[src/rtl/stream_mux_rr_if.sv]
// -----------------------------------------------------------------------------
// stream_mux_rr_if
//   Bundle of the handshake and data signals around stream_mux_rr: the N
//   producer streams, the single consumer stream and the selection controls.
//
//   Signals
//     mode       0 = fixed select via sel, 1 = round-robin arbitration
//     sel        channel index used when mode = 0
//     in_valid   per-channel valid, bit i belongs to channel i
//     in_data    channel i occupies bits [i*WIDTH +: WIDTH]
//     in_ready   per-channel accept, one-hot or zero
//     out_valid  output register holds a beat
//     out_data   registered data of the held beat
//     out_chan   channel index that produced out_data
//     out_ready  consumer accepts the held beat
//
//   Modports
//     slave   : the multiplexer itself
//     master  : the environment (producers + consumer + selection control)
// -----------------------------------------------------------------------------
interface stream_mux_rr_if #(
  parameter int WIDTH = 4,
  parameter int N     = 4,
  parameter int SEL_W = 2
);

  logic               mode;
  logic [SEL_W-1:0]   sel;
  logic [N-1:0]       in_valid;
  logic [N*WIDTH-1:0] in_data;
  logic [N-1:0]       in_ready;
  logic               out_valid;
  logic [WIDTH-1:0]   out_data;
  logic [SEL_W-1:0]   out_chan;
  logic               out_ready;

  modport slave (
    input  mode,
    input  sel,
    input  in_valid,
    input  in_data,
    output in_ready,
    output out_valid,
    output out_data,
    output out_chan,
    input  out_ready
  );

  modport master (
    output mode,
    output sel,
    output in_valid,
    output in_data,
    input  in_ready,
    input  out_valid,
    input  out_data,
    input  out_chan,
    output out_ready
  );

endinterface

[src/rtl/stream_mux_rr.sv]
// -----------------------------------------------------------------------------
// stream_mux_rr
//   N-channel, WIDTH-bit stream multiplexer with valid/ready handshakes and a
//   registered output stage. The source channel is chosen either by a fixed
//   select (mode = 0) or by round-robin arbitration (mode = 1) starting after
//   the most recently served channel.
//
//   Ports
//     clk        system clock, rising edge
//     rst_n      asynchronous, active-low reset
//     bus        stream_mux_rr_if.slave (mode, sel, in_valid, in_data,
//                in_ready, out_valid, out_data, out_chan, out_ready)
//     grant_cnt  [8*N-1:0] per-channel saturating accept counters
//                (only when STREAM_MUX_GRANT_CNT_EN is defined)
//
//   Build option
//     STREAM_MUX_GRANT_CNT_EN : adds grant_cnt, one 8-bit counter per channel
//                               counting accepts, saturating at 255.
//
//   Timing
//     One cycle from accept to out_valid; one beat per cycle while out_ready
//     is high. in_ready is combinational from in_valid, sel, mode, out_ready.
// -----------------------------------------------------------------------------
module stream_mux_rr #(
  parameter int WIDTH = 4,
  parameter int N     = 4,
  parameter int SEL_W = 2
) (
  input  logic                clk,
  input  logic                rst_n,
  stream_mux_rr_if.slave      bus
`ifdef STREAM_MUX_GRANT_CNT_EN
  ,
  output logic [8*N-1:0]      grant_cnt
`endif
);

  // ---------------------------------------------------------------------------
  // State
  // ---------------------------------------------------------------------------
  logic             out_valid_q, out_valid_d;
  logic [WIDTH-1:0] out_data_q,  out_data_d;
  logic [SEL_W-1:0] out_chan_q,  out_chan_d;
  logic [SEL_W-1:0] last_q,      last_d;

  // ---------------------------------------------------------------------------
  // Grant logic
  // ---------------------------------------------------------------------------
  logic             load;
  logic             grant_ok;
  logic [SEL_W-1:0] grant_idx;
  logic [SEL_W-1:0] rr_idx;
  logic             accept;

  // The output register can take a beat when it is empty or being drained.
  assign load = bus.out_ready | ~out_valid_q;

  always_comb begin
    grant_ok  = 1'b0;
    grant_idx = '0;
    rr_idx    = '0;
    if (!bus.mode) begin
      // sel can exceed N-1 when N is not a power of two: no grant then.
      if (int'(bus.sel) < N) begin
        if (bus.in_valid[bus.sel]) begin
          grant_ok  = 1'b1;
          grant_idx = bus.sel;
        end
      end
    end else begin
      // Scan last+1, last+2, ... ending at last itself; first valid wins.
      for (int unsigned k = 1; k <= N; k++) begin
        rr_idx = SEL_W'((32'(last_q) + k) % N);
        if (!grant_ok && bus.in_valid[rr_idx]) begin
          grant_ok  = 1'b1;
          grant_idx = rr_idx;
        end
      end
    end
  end

  // A grant always refers to a valid channel, so load & grant is an accept.
  assign accept = load & grant_ok;

  always_comb begin
    bus.in_ready = '0;
    if (accept) begin
      bus.in_ready[grant_idx] = 1'b1;
    end
  end

  // ---------------------------------------------------------------------------
  // Output register / last-grant pointer next state
  // ---------------------------------------------------------------------------
  always_comb begin
    out_valid_d = out_valid_q;
    out_data_d  = out_data_q;
    out_chan_d  = out_chan_q;
    last_d      = last_q;
    if (load) begin
      if (grant_ok) begin
        out_valid_d = 1'b1;
        out_data_d  = bus.in_data[int'(grant_idx)*WIDTH +: WIDTH];
        out_chan_d  = grant_idx;
        last_d      = grant_idx;
      end else begin
        // Drained with nothing to replace it: data/chan keep their old values.
        out_valid_d = 1'b0;
      end
    end
  end

  always_ff @(posedge clk or negedge rst_n) begin
    if (!rst_n) begin
      out_valid_q <= 1'b0;
      out_data_q  <= '0;
      out_chan_q  <= '0;
      // Pointing at N-1 puts channel 0 first in round-robin order.
      last_q      <= SEL_W'(N - 1);
    end else begin
      out_valid_q <= out_valid_d;
      out_data_q  <= out_data_d;
      out_chan_q  <= out_chan_d;
      last_q      <= last_d;
    end
  end

  assign bus.out_valid = out_valid_q;
  assign bus.out_data  = out_data_q;
  assign bus.out_chan  = out_chan_q;

`ifdef STREAM_MUX_GRANT_CNT_EN
  // ---------------------------------------------------------------------------
  // Per-channel saturating accept counters
  // ---------------------------------------------------------------------------
  logic [7:0] cnt_q [N];

  for (genvar i = 0; i < N; i++) begin : g_cnt
    always_ff @(posedge clk or negedge rst_n) begin
      if (!rst_n) begin
        cnt_q[i] <= '0;
      end else if (accept && (grant_idx == SEL_W'(i)) && (cnt_q[i] != '1)) begin
        cnt_q[i] <= cnt_q[i] + 8'd1;
      end
    end
    assign grant_cnt[i*8 +: 8] = cnt_q[i];
  end
`endif

endmodule

[src/flat_wrapper.sv]
// flat-port wrapper written by rule: the top's interface ports become plain ports
module stream_mux_rr_flat 
#(
  parameter int WIDTH = 4,
  parameter int N     = 4,
  parameter int SEL_W = 2
)
  (clk, rst_n, bus_mode, bus_sel, bus_in_valid, bus_in_data, bus_in_ready, bus_out_valid, bus_out_data, bus_out_chan, bus_out_ready);
  stream_mux_rr_if #(.WIDTH(WIDTH), .N(N), .SEL_W(SEL_W)) bus_i ();
  input  logic clk;
  input  logic rst_n;
  input wire logic [$bits(bus_i.mode)-1:0] bus_mode;
  input wire logic [$bits(bus_i.sel)-1:0] bus_sel;
  input wire logic [$bits(bus_i.in_valid)-1:0] bus_in_valid;
  input wire logic [$bits(bus_i.in_data)-1:0] bus_in_data;
  output wire logic [$bits(bus_i.in_ready)-1:0] bus_in_ready;
  output wire logic [$bits(bus_i.out_valid)-1:0] bus_out_valid;
  output wire logic [$bits(bus_i.out_data)-1:0] bus_out_data;
  output wire logic [$bits(bus_i.out_chan)-1:0] bus_out_chan;
  input wire logic [$bits(bus_i.out_ready)-1:0] bus_out_ready;
  assign bus_i.mode = bus_mode;
  assign bus_i.sel = bus_sel;
  assign bus_i.in_valid = bus_in_valid;
  assign bus_i.in_data = bus_in_data;
  assign bus_in_ready = bus_i.in_ready;
  assign bus_out_valid = bus_i.out_valid;
  assign bus_out_data = bus_i.out_data;
  assign bus_out_chan = bus_i.out_chan;
  assign bus_i.out_ready = bus_out_ready;
  stream_mux_rr #(.WIDTH(WIDTH), .N(N), .SEL_W(SEL_W)) u_core (.clk(clk), .rst_n(rst_n), .bus(bus_i));
endmodule
[config.mk]
export PLATFORM = sky130hd
export DESIGN_NAME = stream_mux_rr_flat
export DESIGN_NICKNAME = d
export VERILOG_FILES = /design/src/rtl/stream_mux_rr_if.sv /design/src/rtl/stream_mux_rr.sv /design/src/flat_wrapper.sv
export SDC_FILE = /design/constraint.sdc
export NUM_CORES = 1
export LEC_CHECK = 0
export ABC_AREA = 1
export CAP_MARGIN = 30
export CORE_MARGIN = 2
export CORE_UTILIZATION = 34
export DETAILED_ROUTE_END_ITERATION = 8
export PLACE_DENSITY = 0.67
export SETUP_SLACK_MARGIN = 0.4
export SLEW_MARGIN = 20
export SYNTH_ARGS = -nofsm -noshare
export SYNTH_HDL_FRONTEND = slang
export SYNTH_SLANG_ARGS = --single-unit
[constraint.sdc]
create_clock -name clk -period 2.9 [get_ports clk]
set_clock_uncertainty 0.2 [all_clocks]
set_input_delay 0.58 -clock clk [delete_from_list [all_inputs] [get_ports clk]]
set_output_delay 0.58 -clock clk [all_outputs]
set_load 0.02 [all_outputs]
* Word-level counts from Yosys, hierarchy flattened *
Cells that the tools add are included.

storage, ports and cells
  output and inout bits = 11
  register bits = 9

operators by class
  bitwise gates (word level) = 3
  muxes and demuxes = 29
  shift-type cells = 1
  reduce and logical (&&, ||, !) cells = 8
  add/sub/neg operators = 4
  order comparisons = 7

operators with widths
  operator                                                               count
  2-bit by 3-bit < comparator with 1-bit output, second input constant   6
  1-bit 2-to-1 mux                                                       16
  16-bit by 5-bit indexed part select with 4-bit output                  1
  2-bit 2-to-1 mux                                                       6
  1-bit binary-select mux with 2-bit select                              5
  2-bit by 1-bit adder with 2-bit output, second input constant          2
  2-bit adder, second input constant                                     2
  1-bit logical AND                                                      4
  4-bit 2-to-1 mux                                                       1
  1-bit logical NOT                                                      3
  1-bit demux with 2-bit select                                          1
  2-bit by 1-bit >= comparator with 1-bit output, second input constant  1
  2-bit AND reduction                                                    1
  1-bit bitwise AND                                                      1
  1-bit NOT                                                              1
  1-bit bitwise OR                                                       1

* Longest topological paths before layout *
  word-level depth = 22
  gate-level depth with buffers = 18
  mapped depth without buffers = 16

* Worst setup path before layout *
No wires, ideal clock.

  kind = register -> output
  start = register u_core.last_q[0]
  end = output port bus_in_ready[0]
  path buffers = 2
  arrival time = 1.855 ns
  slack = 0.265 ns
  cell stages (with the launch flop) = 14
  data required time = 2.120 ns
  cells stage by stage = dfstp_2 > buf_6 > inv_4 > nand2_1 > nand2_1 > o21a_1 > nand3_1 > nand2_1 > inv_2 > o21ai_2 > buf_6 > nor2_2 > inv_1 > nor2_1

between the ends
  word-level cells in the longest chain between the ends = 22
  elaborated cells on any way between the ends = 38
  those cells by class = add/sub (4); order compare (2); mux (24); bitwise (1); reduce/logical (7)

ends and longest elaborated chain
  element                                                                                                                                line                  source
  from (decl)                                                                                                                            stream_mux_rr.sv:44   logic [SEL_W-1:0] last_q, last_d;
  from (signal assigned)                                                                                                                 stream_mux_rr.sv:119  last_q <= SEL_W'(N - 1);
  from (signal assigned)                                                                                                                 stream_mux_rr.sv:124  last_q <= last_d;
  2-bit by 1-bit adder with 2-bit output                                                                                                 stream_mux_rr.sv:73   rr_idx = SEL_W'((32'(last_q) + k) % N);
  1-bit binary-select mux with 2-bit select                                                                                              stream_mux_rr.sv:74   if (!grant_ok && bus.in_valid[rr_idx]) begin
  1-bit 2-to-1 mux (not written as such)                                                                                                 stream_mux_rr.sv:74
  1-bit 2-to-1 mux                                                                                                                       stream_mux_rr.sv:74
  1-bit 2-to-1 mux                                                                                                                       stream_mux_rr.sv:62   if (!bus.mode) begin
  1-bit logical NOT                                                                                                                      stream_mux_rr.sv:74
  1-bit logical AND                                                                                                                      stream_mux_rr.sv:74
  1-bit 2-to-1 mux                                                                                                                       stream_mux_rr.sv:74
  [... 6 more ...]                                                                                                                       --
  1-bit logical AND                                                                                                                      stream_mux_rr.sv:74
  2-bit 2-to-1 mux                                                                                                                       stream_mux_rr.sv:74
  2-bit 2-to-1 mux                                                                                                                       stream_mux_rr.sv:62
  2-bit by 3-bit < comparator with 1-bit output (not written as such) or 2-bit by 1-bit >= comparator with 1-bit output (tied branches)  stream_mux_rr.sv:88   bus.in_ready[grant_idx] = 1'b1;
  1-bit logical AND (not written as such)                                                                                                stream_mux_rr.sv:88
  1-bit 2-to-1 mux (not written as such)                                                                                                 stream_mux_rr.sv:88
  1-bit demux with 2-bit select                                                                                                          --
  4-bit 2-to-1 mux *                                                                                                                     stream_mux_rr.sv:87   if (accept) begin
  to (decl)                                                                                                                              flat_wrapper.sv:16    output wire logic [$bits(bus_i.in_ready)-1:0] bus_in_ready;

Mark *: on every way between the ends. The rest lies on a longest branch, timed or not. The select of a mux whose other input is x is not followed.

* Worst setup path in the final report *
  start = register u_core.last_q[0]
  end = output port bus_in_ready[2]

Same word-level chain as after synthesis.

==> impl_metrics.json <==
{
  "rsz0062_at_grt": "yes",
  "post-route-period-util": 1.01,
  "die_h_um": 55.7,
  "clk_latency_ns": 0.25,
  "placedCellCount": 239,
  "die_w_um": 55.7,
  "syn_area_per_cell_um2": 5.82,
  "initial_core_util": 0.363,
  "violations": "setup timing",
  "layout-drive-gt1-share": 0.409,
  "crit_fanout": 7,
  "relSlewSlack": 0.735,
  "route.vias.total": 1186,
  "syn2layout_area_growth_pct": 86.1,
  "cp-end-kind": "output pin",
  "track_usage": 0.193,
  "worst_pin_slew_ns": 0.396,
  "status": "complete, but fails checks",
  "powerDensity_nw_per_um2": 1040,
  "hold_viol": 0,
  "ys_seq_area_frac": 0.251,
  "hp-class": "flip-flop to flip-flop",
  "p_leak_nw": 0.893,
  "fin_area_um2": 1690,
  "final_cells": 255,
  "power_mw": 1.76,
  "syn_area_um2": 908,
  "timing.final.ws_setup_ns": -0.0430,
  "htree_levels": 1,
  "core.rowCount": 18,
  "setup_viol": 4,
  "drtIter0Drc": 43,
  "clock_sinks": 9,
  "cts_hold_buf": 0,
  "fin_crit_ns": 2.94,
  "fmax_mhz": 340,
  "dp_hpwl_um": 2170,
  "critPathLaunchType": "flip-flop",
  "drc": 0,
  "antenna_found_initial": 0,
  "antennaDiodeCount": 0,
  "boundaryPins": 37,
  "arrival_ns": 2.16,
  "ys_types": 21,
  "cts-root-buf": "clkbuf_4",
  "portBuffers": 36,
  "cap_violations": 0,
  "pre_cts_slack_ns": -0.646,
  "nets": 252,
  "gp_congestion": 0.783,
  "clk_pin_slew_ns": 0.06,
  "grt_pass1_vias": 1242,
  "antenna_left": 0,
  "firstDrtPassIters": 4,
  "critical_path_class": "flip-flop to output pin",
  "die-area_um2": 3100,
  "coreArea_um2": 2500,
  "gr-total-overflow": 0,
  "irDropWorstVdd_v": 0.000651,
  "syn-instance-count": 156,
  "wl_um": 2870,
  "yosys_register_bits": 9,
  "syn_nets": 182,
  "yosys_warnings": 0,
  "grt_pass1_wl_um": 4800,
  "cp.required_ns": 2.12,
  "viasPerCell": 4.65,
  "cts_buffers": 3,
  "place_area_um2": 1470,
  "grt_max_degree": 10,
  "drv_slew": 0,
  "cts_buffer_depth": 2,
  "wire_per_inst_um": 11.3,
  "cts_tree": "done"
}
placed cells by master (no fill, tap or decap), types with 2 or more instances in the layout:
master / count
buf_4: 31
buf_6: 4
clkbuf_4: 3
clkdlybuf4s50_1: 28
dfrtp_1: 7
dfstp_2: 2
dlygate4sd2_1: 4
inv_1: 22
inv_2: 7
nand2_1: 41
nand2_2: 22
nand2_4: 4
nand3_1: 15
nand3_2: 4
nor2_1: 5
nor2_4: 8
o21ai_1: 2
or2_1: 3
where the power goes:
part	internal [mW]	leakage, nW	switching, mW
clock network	0.0529	0.0150	0.0411
registers	0.199	0.105	0.0479
logic	0.657	0.773	0.764
metrics by stage:
stage                      util  hold WS, ns  TNS, ns
final                     0.676        0.280   -0.110
after global routing      0.676        0.316   -0.639
after CTS                 0.660        0.281  -0.0185
after detailed placement  0.588        0.264    -2.46
after global placement    0.588        0.267    -2.29
after floorplan               -       0.0844        0
worst max-delay path: stages, from the launching register on:
cell      delay [ns]
dfstp_2         0.61
clkinv_4        0.12
nand2_2         0.09
nand2_2         0.07
nand2_2         0.08
nand2_2         0.07
nor2_4          0.09
nand2_2         0.08
nor2_4          0.10
nand2_2         0.07
nand3_2         0.08
nand2_2         0.08
nor2_4          0.12
inv_4           0.06
nor2_4          0.08
buf_6           0.12
synthesized netlist by cell type:
cell type  count  area, µm²
inv_2          4       15.0
nand2_4        2       22.5
buf_6          3       33.8
nand2_2        7       43.8
or2_1          3       18.8
o21ai_1        1       5.00
nand3_1       19       95.1
nor2_2         2       12.5
nor2_4         1       11.3
o21a_1         1       7.51
o21ai_0        2       10.0
o21ai_2        2       17.5
nand4_1        1       6.26
o2111ai_1      1       8.76
a21oi_1        2       10.0
inv_4          1       6.26
dfrtp_1        7        175
dfstp_2        2       52.6
nor2_1        11       41.3
inv_1         26       97.6
nand2_1       58        218
path summary, 6_finish.rpt:
kind / from / end / slack [ns] / depth (start not counted)
worst min register to register: u_core.bus.out_data[2]$_DFFE_PN0P_ / u_core.bus.out_data[2]$_DFFE_PN0P_ / 0.28 / 2
max in group asynchronous: rst_n / u_core.last_q[1]$_DFFE_PN1P_ / 1.77 / 1
worst max register to register: u_core.last_q[0]$_DFFE_PN1P_ / u_core.bus.out_data[3]$_DFFE_PN0P_ / 0.53 / 16
worst min-delay path: u_core.bus.out_data[2]$_DFFE_PN0P_ / u_core.bus.out_data[2]$_DFFE_PN0P_ / 0.28 / 2
worst max-delay path: u_core.last_q[0]$_DFFE_PN1P_ / bus_in_ready[2] / -0.04 / 15
min in group asynchronous: rst_n / u_core.bus.out_data[2]$_DFFE_PN0P_ / 0.41 / 1
metal layers:
metal,vias up,wire [µm],GRT usage
met5,-,0,0
met2,37,1540,0.376
li1,608,-,-
met1,531,1110,0.185
met4,0,97,0.105
met3,10,129,0.0372
flip-flops by register name (all words and copies together) (netlist names):
name and count:
u_core.last_q 2, u_core.bus.out_chan 2, u_core.bus.out_data 4, u_core.bus.out_valid 1
area by class of cell:
| type | count | area, µm² |
|---|---|---|
| inverters | 31 | 124 |
| repair buffers | 68 | 613 |
| clock buffers | 4 | 26.3 |
| flip-flops and latches | 9 | 228 |
| multi-input cells | 113 | 662 |
| well taps | 30 | 37.5 |
| fillers | 224 | 810 |
cell families (layout without fill, tap and decap cells):
logic type      after synthesis  count (layout)  share of synthesized area
simple gates                104             104                      0.517
buf+inv                      34             103                      0.168
compound gates                9               9                     0.0647
flops                         9               9                      0.251
what timing repair did:
item | CTS | global route
pin swaps | 16 | 6
resized for setup | 55 | 8
setup buffers | 10 | 2
setup endpoints to repair | 4 | 4
(Power assumes the default switching activity.)
